File: src/rtl/ram_wr_arbiter.sv
// Round-robin arbiter sharing the ram_2port write port between two burst writers.
// Define RAM_ARB_FIXED_PRIO_EN to make req0 always win simultaneous requests.
module ram_wr_arbiter #(
  parameter int ADDR_W = 5,
  parameter int DATA_W = 8,
  parameter int LEN_W  = 4
) (
  input  logic              sys_clk,
  input  logic              sys_rst_n,
  input  logic              req0,
  input  logic              req1,
  input  logic [ADDR_W-1:0] req0_addr,
  input  logic [ADDR_W-1:0] req1_addr,
  input  logic [LEN_W-1:0]  req0_len,
  input  logic [LEN_W-1:0]  req1_len,
  input  logic [DATA_W-1:0] req0_data,
  input  logic [DATA_W-1:0] req1_data,
  output logic              gnt0,
  output logic              gnt1,
  output logic              req0_ack,
  output logic              req1_ack,
  output logic              req0_done,
  output logic              req1_done,
  output logic              busy,
  output logic              ram_wr_en,
  output logic [ADDR_W-1:0] ram_wr_addr,
  output logic [DATA_W-1:0] ram_wr_data
);

  localparam logic [1:0] ST_IDLE  = 2'd0;
  localparam logic [1:0] ST_BURST = 2'd1;
  localparam logic [1:0] ST_GAP   = 2'd2;

  logic [1:0]        state;
  logic              sel;
  logic [ADDR_W-1:0] cur_addr;
  logic [LEN_W-1:0]  beats;
  logic              win;
  logic [LEN_W-1:0]  win_len;
  logic [ADDR_W-1:0] win_addr;
  logic [DATA_W-1:0] cur_data;

`ifdef RAM_ARB_FIXED_PRIO_EN
  always_comb begin
    win = ~req0;
  end
`else
  logic last;

  // win=1 selects req1; on contention the requester not served last wins
  always_comb begin
    win = 1'b0;
    if (req0 && req1) win = ~last;
    else              win = req1;
  end

  always_ff @(posedge sys_clk or negedge sys_rst_n) begin
    if (!sys_rst_n) begin
      last <= 1'b1;
    end else if (state == ST_BURST && beats == LEN_W'(1)) begin
      last <= sel;
    end
  end
`endif

  always_comb begin
    win_len  = win ? req1_len  : req0_len;
    win_addr = win ? req1_addr : req0_addr;
    cur_data = sel ? req1_data : req0_data;
  end

  assign req0_ack = (state == ST_BURST) && !sel;
  assign req1_ack = (state == ST_BURST) &&  sel;
  assign busy     = (state != ST_IDLE);

  always_ff @(posedge sys_clk or negedge sys_rst_n) begin
    if (!sys_rst_n) begin
      state       <= ST_IDLE;
      sel         <= 1'b0;
      cur_addr    <= '0;
      beats       <= '0;
      gnt0        <= 1'b0;
      gnt1        <= 1'b0;
      req0_done   <= 1'b0;
      req1_done   <= 1'b0;
      ram_wr_en   <= 1'b0;
      ram_wr_addr <= '0;
      ram_wr_data <= '0;
    end else begin
      case (state)
        ST_IDLE: begin
          ram_wr_en <= 1'b0;
          if (req0 || req1) begin
            sel      <= win;
            cur_addr <= win_addr;
            beats    <= (win_len == '0) ? LEN_W'(1) : win_len;
            gnt0     <= ~win;
            gnt1     <= win;
            state    <= ST_BURST;
          end
        end
        ST_BURST: begin
          ram_wr_en   <= 1'b1;
          ram_wr_addr <= cur_addr;
          ram_wr_data <= cur_data;
          cur_addr    <= cur_addr + ADDR_W'(1);
          beats       <= beats - LEN_W'(1);
          if (beats == LEN_W'(1)) begin
            state     <= ST_GAP;
            req0_done <= ~sel;
            req1_done <= sel;
            gnt0      <= 1'b0;
            gnt1      <= 1'b0;
          end
        end
        ST_GAP: begin
          ram_wr_en <= 1'b0;
          req0_done <= 1'b0;
          req1_done <= 1'b0;
          state     <= ST_IDLE;
        end
        default: state <= ST_IDLE;
      endcase
    end
  end

endmodule

File: config.mk
export PLATFORM = sky130hd
export DESIGN_NAME = ram_wr_arbiter
export DESIGN_NICKNAME = d
export VERILOG_FILES = /design/src/rtl/ram_wr_arbiter.sv
export SDC_FILE = /design/constraint.sdc
export NUM_CORES = 1
export LEC_CHECK = 0
export BUFFER_PORTS_ARGS = -buffer_cell sky130_fd_sc_hd__clkbuf_2
export CAP_MARGIN = 30
export CORE_ASPECT_RATIO = 1.2
export CORE_MARGIN = 4
export CORE_UTILIZATION = 34
export CTS_BUF_LIST = sky130_fd_sc_hd__clkbuf_8
export DETAILED_ROUTE_END_ITERATION = 10
export PLACE_DENSITY = 0.61
export SETUP_SLACK_MARGIN = 0.05
export SLEW_MARGIN = 0
export SYNTH_ARGS = -nofsm -noshare
export SYNTH_HDL_FRONTEND = slang
export SYNTH_SLANG_ARGS = --single-unit
File: constraint.sdc
create_clock -name sys_clk -period 1.31 [get_ports sys_clk]
set_input_delay 0.1965 -clock sys_clk [delete_from_list [all_inputs] [get_ports sys_clk]]
set_output_delay 0.1965 -clock sys_clk [all_outputs]
set_load 0.02 [all_outputs]
### After elaboration in Yosys (flattened, before gate mapping)

Cells that the tools add are included.

| word-level totals | value |
|---|---|
| register bits after elaboration | 31 |
| bits in latches | 0 |
| memory bits (writable) | 0 |
| bits in read-only memories | 0 |
| output and inout bits | 21 |
| word-level logic and storage cells | 62 |
| memories kept | 0 |

| cells by class | value |
|---|---|
| add/subtract/negate cells | 2 |
| multiply operators | 0 |
| divide/modulo/power cells | 0 |
| order comparisons | 0 |
| eq/ne operators | 5 |
| shift-type cells | 0 |
| mux-type cells | 22 |
| bitwise logic cells | 3 |
| reduce and logical (&&, ||, !) cells | 18 |

Operators by type and width:

| cell | count |
|---|---|
| 2-to-1 mux 4 bit | 3 |
| 2-to-1 mux 5 bit | 2 |
| one-hot mux 1 bit (2 select lines) | 5 |
| one-hot mux 5 bit (2 select lines) | 1 |
| 2-to-1 mux 8 bit | 1 |
| one-hot mux 4 bit (2 select lines) | 1 |
| AND reduction 2 bit | 4 |
| nonzero test 2 bit | 4 |
| 2-to-1 mux 1 bit | 6 |
| adder 5 x 1 -> 5 bit, second input constant | 1 |
| equality test 4 x 1 -> 1 bit, second input constant | 1 |
| logical AND 1 bit | 4 |
| logical NOT 4 bit | 1 |
| 2-to-1 mux 2 bit | 2 |
| one-hot mux 2 bit (2 select lines) | 1 |
| subtractor 4 x 1 -> 4 bit, second input constant | 1 |
| inverter 1 bit | 3 |
| AND reduction 3 bit | 1 |
| equality test 2 x 1 -> 1 bit, second input constant | 1 |
| equality test 2 bit, second input constant | 1 |
| logical NOT 2 bit | 1 |
| inequality test 2 x 1 -> 1 bit, second input constant | 1 |
| inequality test 2 bit, second input constant | 1 |
| OR reduction 2 bit | 1 |
| other kinds (2) | 2 |

### Longest topological paths before layout

Gate-level depths: netlist of run 1.

| logic depth | value |
|---|---|
| word-level depth | 7 |
| mapped depth | 5 |

### Least setup slack after synthesis of run 1

OpenSTA, ideal clock, no wires.

| timing | value |
|---|---|
| kind | flip-flop to flip-flop |
| start | reg state[0] |
| end | reg beats[0] |
| library setup time | 128 ps |
| data arrival time | 1293 ps |
| required time | 1182 ps |
| path slack | -111 ps |
| cell stages (with the launch flop) | 5 |
| path buffers | 0 |
| clock period less this slack | 1421 ps |
| cells stage by stage | dfrtp_1 > or2_4 > or2_4 > nor4_1 > nor3_1 |

| between the ends | value |
|---|---|
| cells in the longest elaborated chain, start to end | 3 |
| elaborated cells on any way between the ends | 6 |
| those cells by class | eq/ne: 2; mux: 1; reduce/logical: 3 |

Ends and longest elaborated chain:

| item | line | RTL |
|---|---|---|
| start: declaration | 34 | `logic [1:0] state;` |
| start signal: assignment | 78 | `state <= ST_IDLE;` |
| start signal: assignment | 99 | `state <= ST_BURST;` |
| start signal: assignment | 109 | `state <= ST_GAP;` |
| logical NOT 2 bit / equality test 2 x 1 -> 1 bit (equally long branches) | 90 | `case (state)` |
| inequality test 2 bit (no line) / nonzero test 2 bit (equally long branches) | - |  |
| AND reduction 2 bit (no line) | - |  |
| end signal: assignment | 96 | `beats <= (win_len == '0) ? LEN_W'(1) : win_len;` |
| end signal: assignment | 107 | `beats <= beats - LEN_W'(1);` |
| end: declaration | 37 | `logic [LEN_W-1:0] beats;` |

Parallel ways exist; a longest one is shown, timed or not.
A chain may end at the register's enable or synchronous reset.

### Final worst setup path of run 1

| timing | value |
|---|---|
| start | reg state[1] |
| end | out busy |

| between the ends | value |
|---|---|
| cells in the longest elaborated chain, start to end | 1 |

Ends and longest elaborated chain:

| item | line | RTL |
|---|---|---|
| nonzero test 2 bit | 74 | `assign busy = (state != ST_IDLE);` |
| end: declaration | 24 | `output logic busy,` |

No other way between the ends.

==> summary.txt, run 1 <==
DIE AREA -> 0.00586 mm2
area grow syn2layout -> 62.4%
hpwl dp -> 3230 um
I/O pins -> 59
vias -> 1,589
largest net degree at the start of global routing -> 18
crit path kind -> reg -> out
Final Setup Violations -> 11
fillers -> 420
Max Cap Viol -> 0
CTS Root Cell -> clkbuf_8
Vias/cell -> 4.84
Die Ht -> 83.0 um
Worst Path Max Fanout -> 4
worst skew pair latency -> 0.29 ns
crit-path cells -> or2_4 > buf_6 > buf_6 > buf_8
PortBufs -> 58
cell with the most instances after synthesis -> nand2_1
worst hold endpoint -> cur_addr[3]
R2R cell count -> 4
final cycle utilization of the critical path -> 114%
Synth area leaders -> dfrtp_1 47%, nand2_1 8.2%, mux2i_1 7.5%
gp weighted congestion -> 0.808
Core Area -> 0.00456 mm2
Int Power -> 3950 uW
antenna violations before repair -> 0
RR Startpoint -> state[1]
actual slew at the worst max-slew pin -> 0.427 ns
aggregate global routing overflow -> 0
PD cells -> 2600 mW/mm2
Worst Hold Path Cells -> 3
Starting Density -> 35.0%
final wirelength -> 4290 um
hold_sp -> req1_addr[3]
r2r setup slk -> -0.12 ns
Hold Crit Class -> in -> reg
Synthesis Warnings -> 0
nets -> 310
leading post-synthesis cells by instance count -> 35 x nand2_1, 30 x dfrtp_1, 14 x o21ai_0, 12 x mux2i_1, 12 x nor2_1
unrepaired setup endpoints after global routing -> true
Initial DRC Count -> 100
failing checks -> negative setup slack
data required time of the worst path -> 1.11 ns
DRC -> 0
FP Rows -> 27
syn nets -> 213
#FFs+latches synth -> 31
Global Route Usage Sum -> 15.1%
Post-Synthesis Cells -> 172
post-layout minimum cycle time -> 1.49 ns
Clock Sink Count -> 31
Register Area -> 777 um2
setup_tns -> -0.934 ns
n_diodes -> 0
Crit Reg-Reg Endpoint -> beats[0]
Post-synth ARST share -> 100%
clk_skew -> 0.00754 ns
layout cell share with drive strength beyond 1 -> 53.7%
H-tree depth -> 2
final worst slack -> -0.181 ns
post-synth top area share -> 47.1%
Peak VDD IR -> 1.19 mV
Finished Cell Area -> 0.00259 mm2
syn_area_per_cell -> 9.27 um2
critical path's slowest cell -> dfrtp_1
die width -> 70.5 um
Final Max Tran Viols -> 0
antenna viol nets, final -> 0
most frequent cell on the critical path -> buf_6
leading register cell type out of synthesis -> dfrtp_1
Largest stage delay, worst path -> 0.41 ns
Num CTS Buffers -> 5
Total Power -> 6730 uW
Clock Path Buffers -> 2
sequential area share after synthesis -> 48.7%
clock power share -> 10.9%
CTS tree -> built
sequential share of power -> 26.6%
Placed Instance Area -> 0.00216 mm2
library cells used by synthesis -> 33
Max Clk Rate -> 671 MHz
Reg clk slew, reported paths -> 0.07 ns
relative slew slack -> 71.5%
area of the multi-input gates -> 931 um2
Comb pwr share -> 62.5%
CP Data Arrival Time -> 1.29 ns
first-pass GRT wire length -> 7180 um
Detailed Routing Iterations Pass 1 -> 4
wire per inst -> 13.1 um
Psw -> 2770 uW
Yosys top cell by area -> dfrtp_1
outcome -> finished with violations
Mapped Area -> 0.00160 mm2
endpoint class of the critical path -> output pin
sw frac -> 41.2%
Pleak -> 0.00126 uW
critical path startpoint category -> flip-flop
EDFF count, synth -> 0
Fin. Hold Viols -> 0
vias in the first global route -> 1,589
[sequential cells by signal, summed over array words and instances (netlist names)]
| register | flops |
|---|---|
| cur_addr | 5 |
| ram_wr_en | 1 |
| last | 1 |
| gnt1 | 1 |
| req0_done | 1 |
| req1_done | 1 |
| sel | 1 |
| ram_wr_data | 8 |
| gnt0 | 1 |
| ram_wr_addr | 5 |
| state | 2 |
| beats | 4 |
[metal layers]
layer  part of all wire (%)  vias up  global-route usage (%)
met4                    1.5        0                    5.64
met5                      0        -                       0
li1                       -      795                       -
met2                     49       48                    23.9
met3                    5.6        4                    4.24
met1                     44      742                    19.5
[cell usage in the layout (no fill, tap or decap), types with 3 or more instances in the layout]
| cell | synthesis | layout |
|---|---|---|
| clkbuf_2 | 0 | 55 |
| nand2_1 | 35 | 31 |
| dfrtp_1 | 30 | 30 |
| buf_4 | 0 | 27 |
| buf_6 | 1 | 12 |
| o21ai_0 | 14 | 10 |
| mux2i_1 | 12 | 9 |
| nor2_1 | 12 | 9 |
| inv_1 | 6 | 6 |
| clkbuf_8 | 0 | 5 |
| nor3_1 | 5 | 4 |
| buf_8 | 0 | 4 |
| or2_4 | 2 | 3 |
| nand2_2 | 0 | 3 |
| a31oi_1 | 3 | 3 |
| mux2_2 | 3 | 3 |
| a21oi_1 | 4 | 3 |
| o221ai_2 | 0 | 3 |
| o21ai_1 | 1 | 3 |
| o22ai_1 | 4 | 3 |
| clkinv_2 | 0 | 3 |
[repair_timing]
action | CTS | global route
pin swaps | 7 | 8
gates resized for setup | 36 | 24
endpoints found under the setup margin | 16 | 16
hold buffers | 1 | 0
setup buffers | 6 | 8
hold endpoints to repair | 13 | 0
[worst max-delay path by stage]
stage	startpoint	to	cells after the start
2_1_floorplan	state[1]	beats[0]	4
3_5_place_dp	state[1]	beats[0]	4
5_1_grt	state[1]	busy	4
3_3_place_gp	state[1]	beats[0]	4
4_1_cts	state[0]	busy	4
6_report	state[1]	busy	4
[kinds of logic after synthesis]
kind of cell | Yosys count | synth area share (%)
fa+ha+maj | 3 | 2.35
compound gates | 41 | 16.5
simple gates | 66 | 18.2
flops | 31 | 48.7
buf+inv | 16 | 4.63
mux | 15 | 9.65
[metrics by stage]
| step | setup WS [ns] | hold WS, ns | utilization (%) | instances |
|---|---|---|---|---|
| final | -0.181 | 0.149 | 56.8 | 328 |
| after global routing | -0.224 | 0.176 | 56.8 | 328 |
| after CTS | -0.204 | 0.143 | 53.3 | 321 |
| after detailed placement | -0.0786 | 0.149 | 47.4 | 306 |
| after global placement | -0.0523 | 0.149 | 47.4 | 306 |
| after floorplan | -0.0696 | -0.0991 | - | 172 |
[critical path, delay by kind of cell (launching register included)]
family,cells,cell delay [ns]
flops,1,0.41
buf+inv,3,0.34
simple gates,1,0.27
[final cells by class]
cell class / instances / share of cell area, %
Tap cell: 58 / 2.80
Sequential cell: 31 / 30.0
Inverter: 6 / 0.870
Timing Repair Buffer: 100 / 27.1
Multi-Input combinational cell: 125 / 35.9
Clock buffer: 5 / 2.66
Clock inverter: 3 / 0.580
[power by group through the flow]
| stage | clock network [uW] | logic, uW | registers [uW] |
|---|---|---|---|
| 6_report | 732 | 4200 | 1790 |
| 5_1_grt | 793 | 4580 | 1870 |
| 4_1_cts | 751 | 3770 | 1780 |
| 3_5_place_dp | 0 | 3280 | 1780 |
| 3_3_place_gp | 0 | 3250 | 1770 |
| 2_1_floorplan | 0 | 1730 | 2110 |
Note: power is estimated with default switching activity, not from simulation.
==> run 2, diff against run 1 <==
Settings changed: CORE_ASPECT_RATIO 1.2 to 1.4.
==> run 2 against run 1 <==
The run still ends with negative setup slack left. Register-to-register slack better by 0.05 ns. Count of clock-buffer cells in the layout is 1 higher. Cell count down 1.8%. Largest power group unchanged.
==> summary.txt, run 2 (synthesis results as in run 1) <==
Reg clk slew, reported paths -> 0.06 ns (about the same)
Core Area -> 0.00454 mm2 (-0.55%)
area grow syn2layout -> 57.7%
Finished Cell Area -> 0.00252 mm2 (-2.9%)
final wirelength -> 4240 um (-1.1%)
Max Cap Viol -> 0 (unchanged)
Starting Density -> 35.2% (+0.19 points)
gp weighted congestion -> 0.830 (+2.8%)
clk_skew -> 0.00405 ns (-0.00349 ns)
actual slew at the worst max-slew pin -> 0.448 ns (+0.0204 ns)
CP endpoint -> req1_ack
max reg flops -> 8 (unchanged)
aggregate global routing overflow -> 0 (unchanged)
RR Startpoint -> state[1]
Fin. Hold Viols -> 0 (unchanged)
relative slew slack -> 70.1% (-1.4 points)
Global Route Usage Sum -> 15.5% (+0.44 points)
vias in the first global route -> 1,590 (+0.063%)
H-tree depth -> 2 (unchanged)
endpoint class of the critical path -> output pin
Initial DRC Count -> 27 (-73%)
Met1 Wirelength -> 1780 um (-6.1%)
Worst Path Max Fanout -> 5 (+1)
CP Data Arrival Time -> 1.21 ns (-0.08 ns)
crit path kind -> reg -> out
first-pass GRT wire length -> 6940 um (-3.4%)
final worst slack -> -0.0921 ns (+0.0890 ns)
commonest non-fill, non-tap cell in the layout -> clkbuf_2
WHS -> 0.158 ns (+0.00911 ns)
Final Setup Violations -> 5 (-6)
data required time of the worst path -> 1.11 ns (about the same)
met3 routed WL -> 199 um (-18%)
Total Power -> 6490 uW (-3.5%)
unrepaired setup endpoints after global routing -> true
critical path startpoint category -> flip-flop
CTS Root Cell -> clkbuf_8
nets -> 301 (-2.9%)
Num CTS Buffers -> 5 (unchanged)
Largest regs -> ram_wr_data: 8 flops, cur_addr: 5 flops, ram_wr_addr: 5 flops
DRC -> 0 (unchanged)
commonest cells after routing, fill and taps aside -> 55 x clkbuf_2, 33 x nand2_1, 30 x dfrtp_1
DIE AREA -> 0.00587 mm2 (+0.18%)
Critical Path Source -> state[0]
Peak VDD IR -> 0.833 mV (-30%)
Final Util -> 55.5% (-1.3 points)
R2R cell count -> 4 (unchanged)
Placed Instance Area -> 0.00216 mm2 (-0.12%)
layout cell share with drive strength beyond 1 -> 51.9% (-1.8 points)
Pleak -> 0.00122 uW (-3.4%)
I/O pins -> 59 (unchanged)
PD cells -> 2580 mW/mm2 (-0.65%)
Top Metal Used -> met4
CTS tree -> built
Clock Sink Count -> 31 (unchanged)
hpwl dp -> 3300 um (+2.3%)
vias -> 1,527 (-3.9%)
Crit Reg-Reg Endpoint -> beats[0]
largest net degree at the start of global routing -> 17 (-1)
PortBufs -> 58 (unchanged)
antenna viol nets, final -> 0 (unchanged)
most flop-heavy register -> ram_wr_data
wire per inst -> 13.2 um (+0.70%)
worst skew pair latency -> 0.28 ns (about the same)
Clock Path Buffers -> 2 (unchanged)
antenna violations before repair -> 0 (unchanged)
outcome -> finished with violations
FP Rows -> 29 (+7.4%)
Final Max Tran Viols -> 0 (unchanged)
WL met2 -> 2180 um (+4.0%)
Detailed Routing Iterations Pass 1 -> 4 (unchanged)
failing checks -> negative setup slack
n_diodes -> 0 (unchanged)
Max Clk Rate -> 713 MHz (+6.4%)
post-layout minimum cycle time -> 1.40 ns (-0.0890 ns)
r2r setup slk -> -0.07 ns (+0.05 ns)
Vias/cell -> 4.74 (-2.1%)
Hold Crit Class -> in -> reg
die width -> 65.9 um (-6.6%)
Die Ht -> 89.0 um (+7.2%)
final cycle utilization of the critical path -> 107% (-6.8 points)
[run 2: changes by cell type in the layout (fill, tap and decap cells not counted), sizes merged]
cell / delta
buf: -10
clkbuf: +1
clkinv: -2
or2: +1
[run 2: cell type report]
class / instances / area (um2)
Clock inverter: 1 / 5.00
Tap cell: 62 / 77.6
Multi-Input combinational cell: 126 / 918
Sequential cell: 31 / 777
Fill cell: 417 / 2020
Clock buffer: 6 / 82.6
Inverter: 6 / 22.5
Timing Repair Buffer: 90 / 633
[run 2: how the worst min path moves through the flow]
stage / from / slack (ns) / depth (start not counted) / to
2_1_floorplan: sys_rst_n / -0.1 / 0 / beats[0]
3_3_place_gp: sys_rst_n / 0.15 / 1 / req0_done
3_5_place_dp: sys_rst_n / 0.17 / 1 / req0_done
4_1_cts: req0_addr[3] / 0.15 / 3 / cur_addr[3]
5_1_grt: req1_addr[3] / 0.15 / 3 / cur_addr[3]
6_report: req1_addr[3] / 0.16 / 3 / cur_addr[3]
[run 2: critical path: stages, from the launching register on]
cell,delay (ns)
dfrtp_1,0.39
buf_6,0.14
nor2b_4,0.12
and2_4,0.15
buf_8,0.12
[run 2: what timing repair did]
action | CTS | global route
pin swaps | 6 | 5
endpoints found under the hold margin | 14 | 0
hold buffers | 1 | 0
resized for setup | 32 | 24
setup buffers | 3 | 1
setup endpoints to repair | 25 | 18
cloned | 1 | 0
[run 2: per-layer routing]
metal	vias up	track usage, %
met1	712	17.3
li1	773	-
met4	0	7.36
met3	7	3.65
met5	-	0
met2	35	27.7
[run 2: metrics by stage]
stage / TNS [ns] / instances / setup WS (ns)
floorplan: -0.233 / 172 / -0.0696
global route: -0.749 / 322 / -0.151
finish: -0.318 / 322 / -0.0921
CTS: -0.417 / 321 / -0.145
detailed placement: -0.175 / 309 / -0.0858
global placement: -0.0773 / 309 / -0.0541
[run 2: where the power goes]
part           internal, uW  total [uW]  switching (uW)  leakage [uW]
logic                  1930        3940            2010      0.000798
registers              1460        1790             330      0.000370
clock network           411         759             348     0.0000470
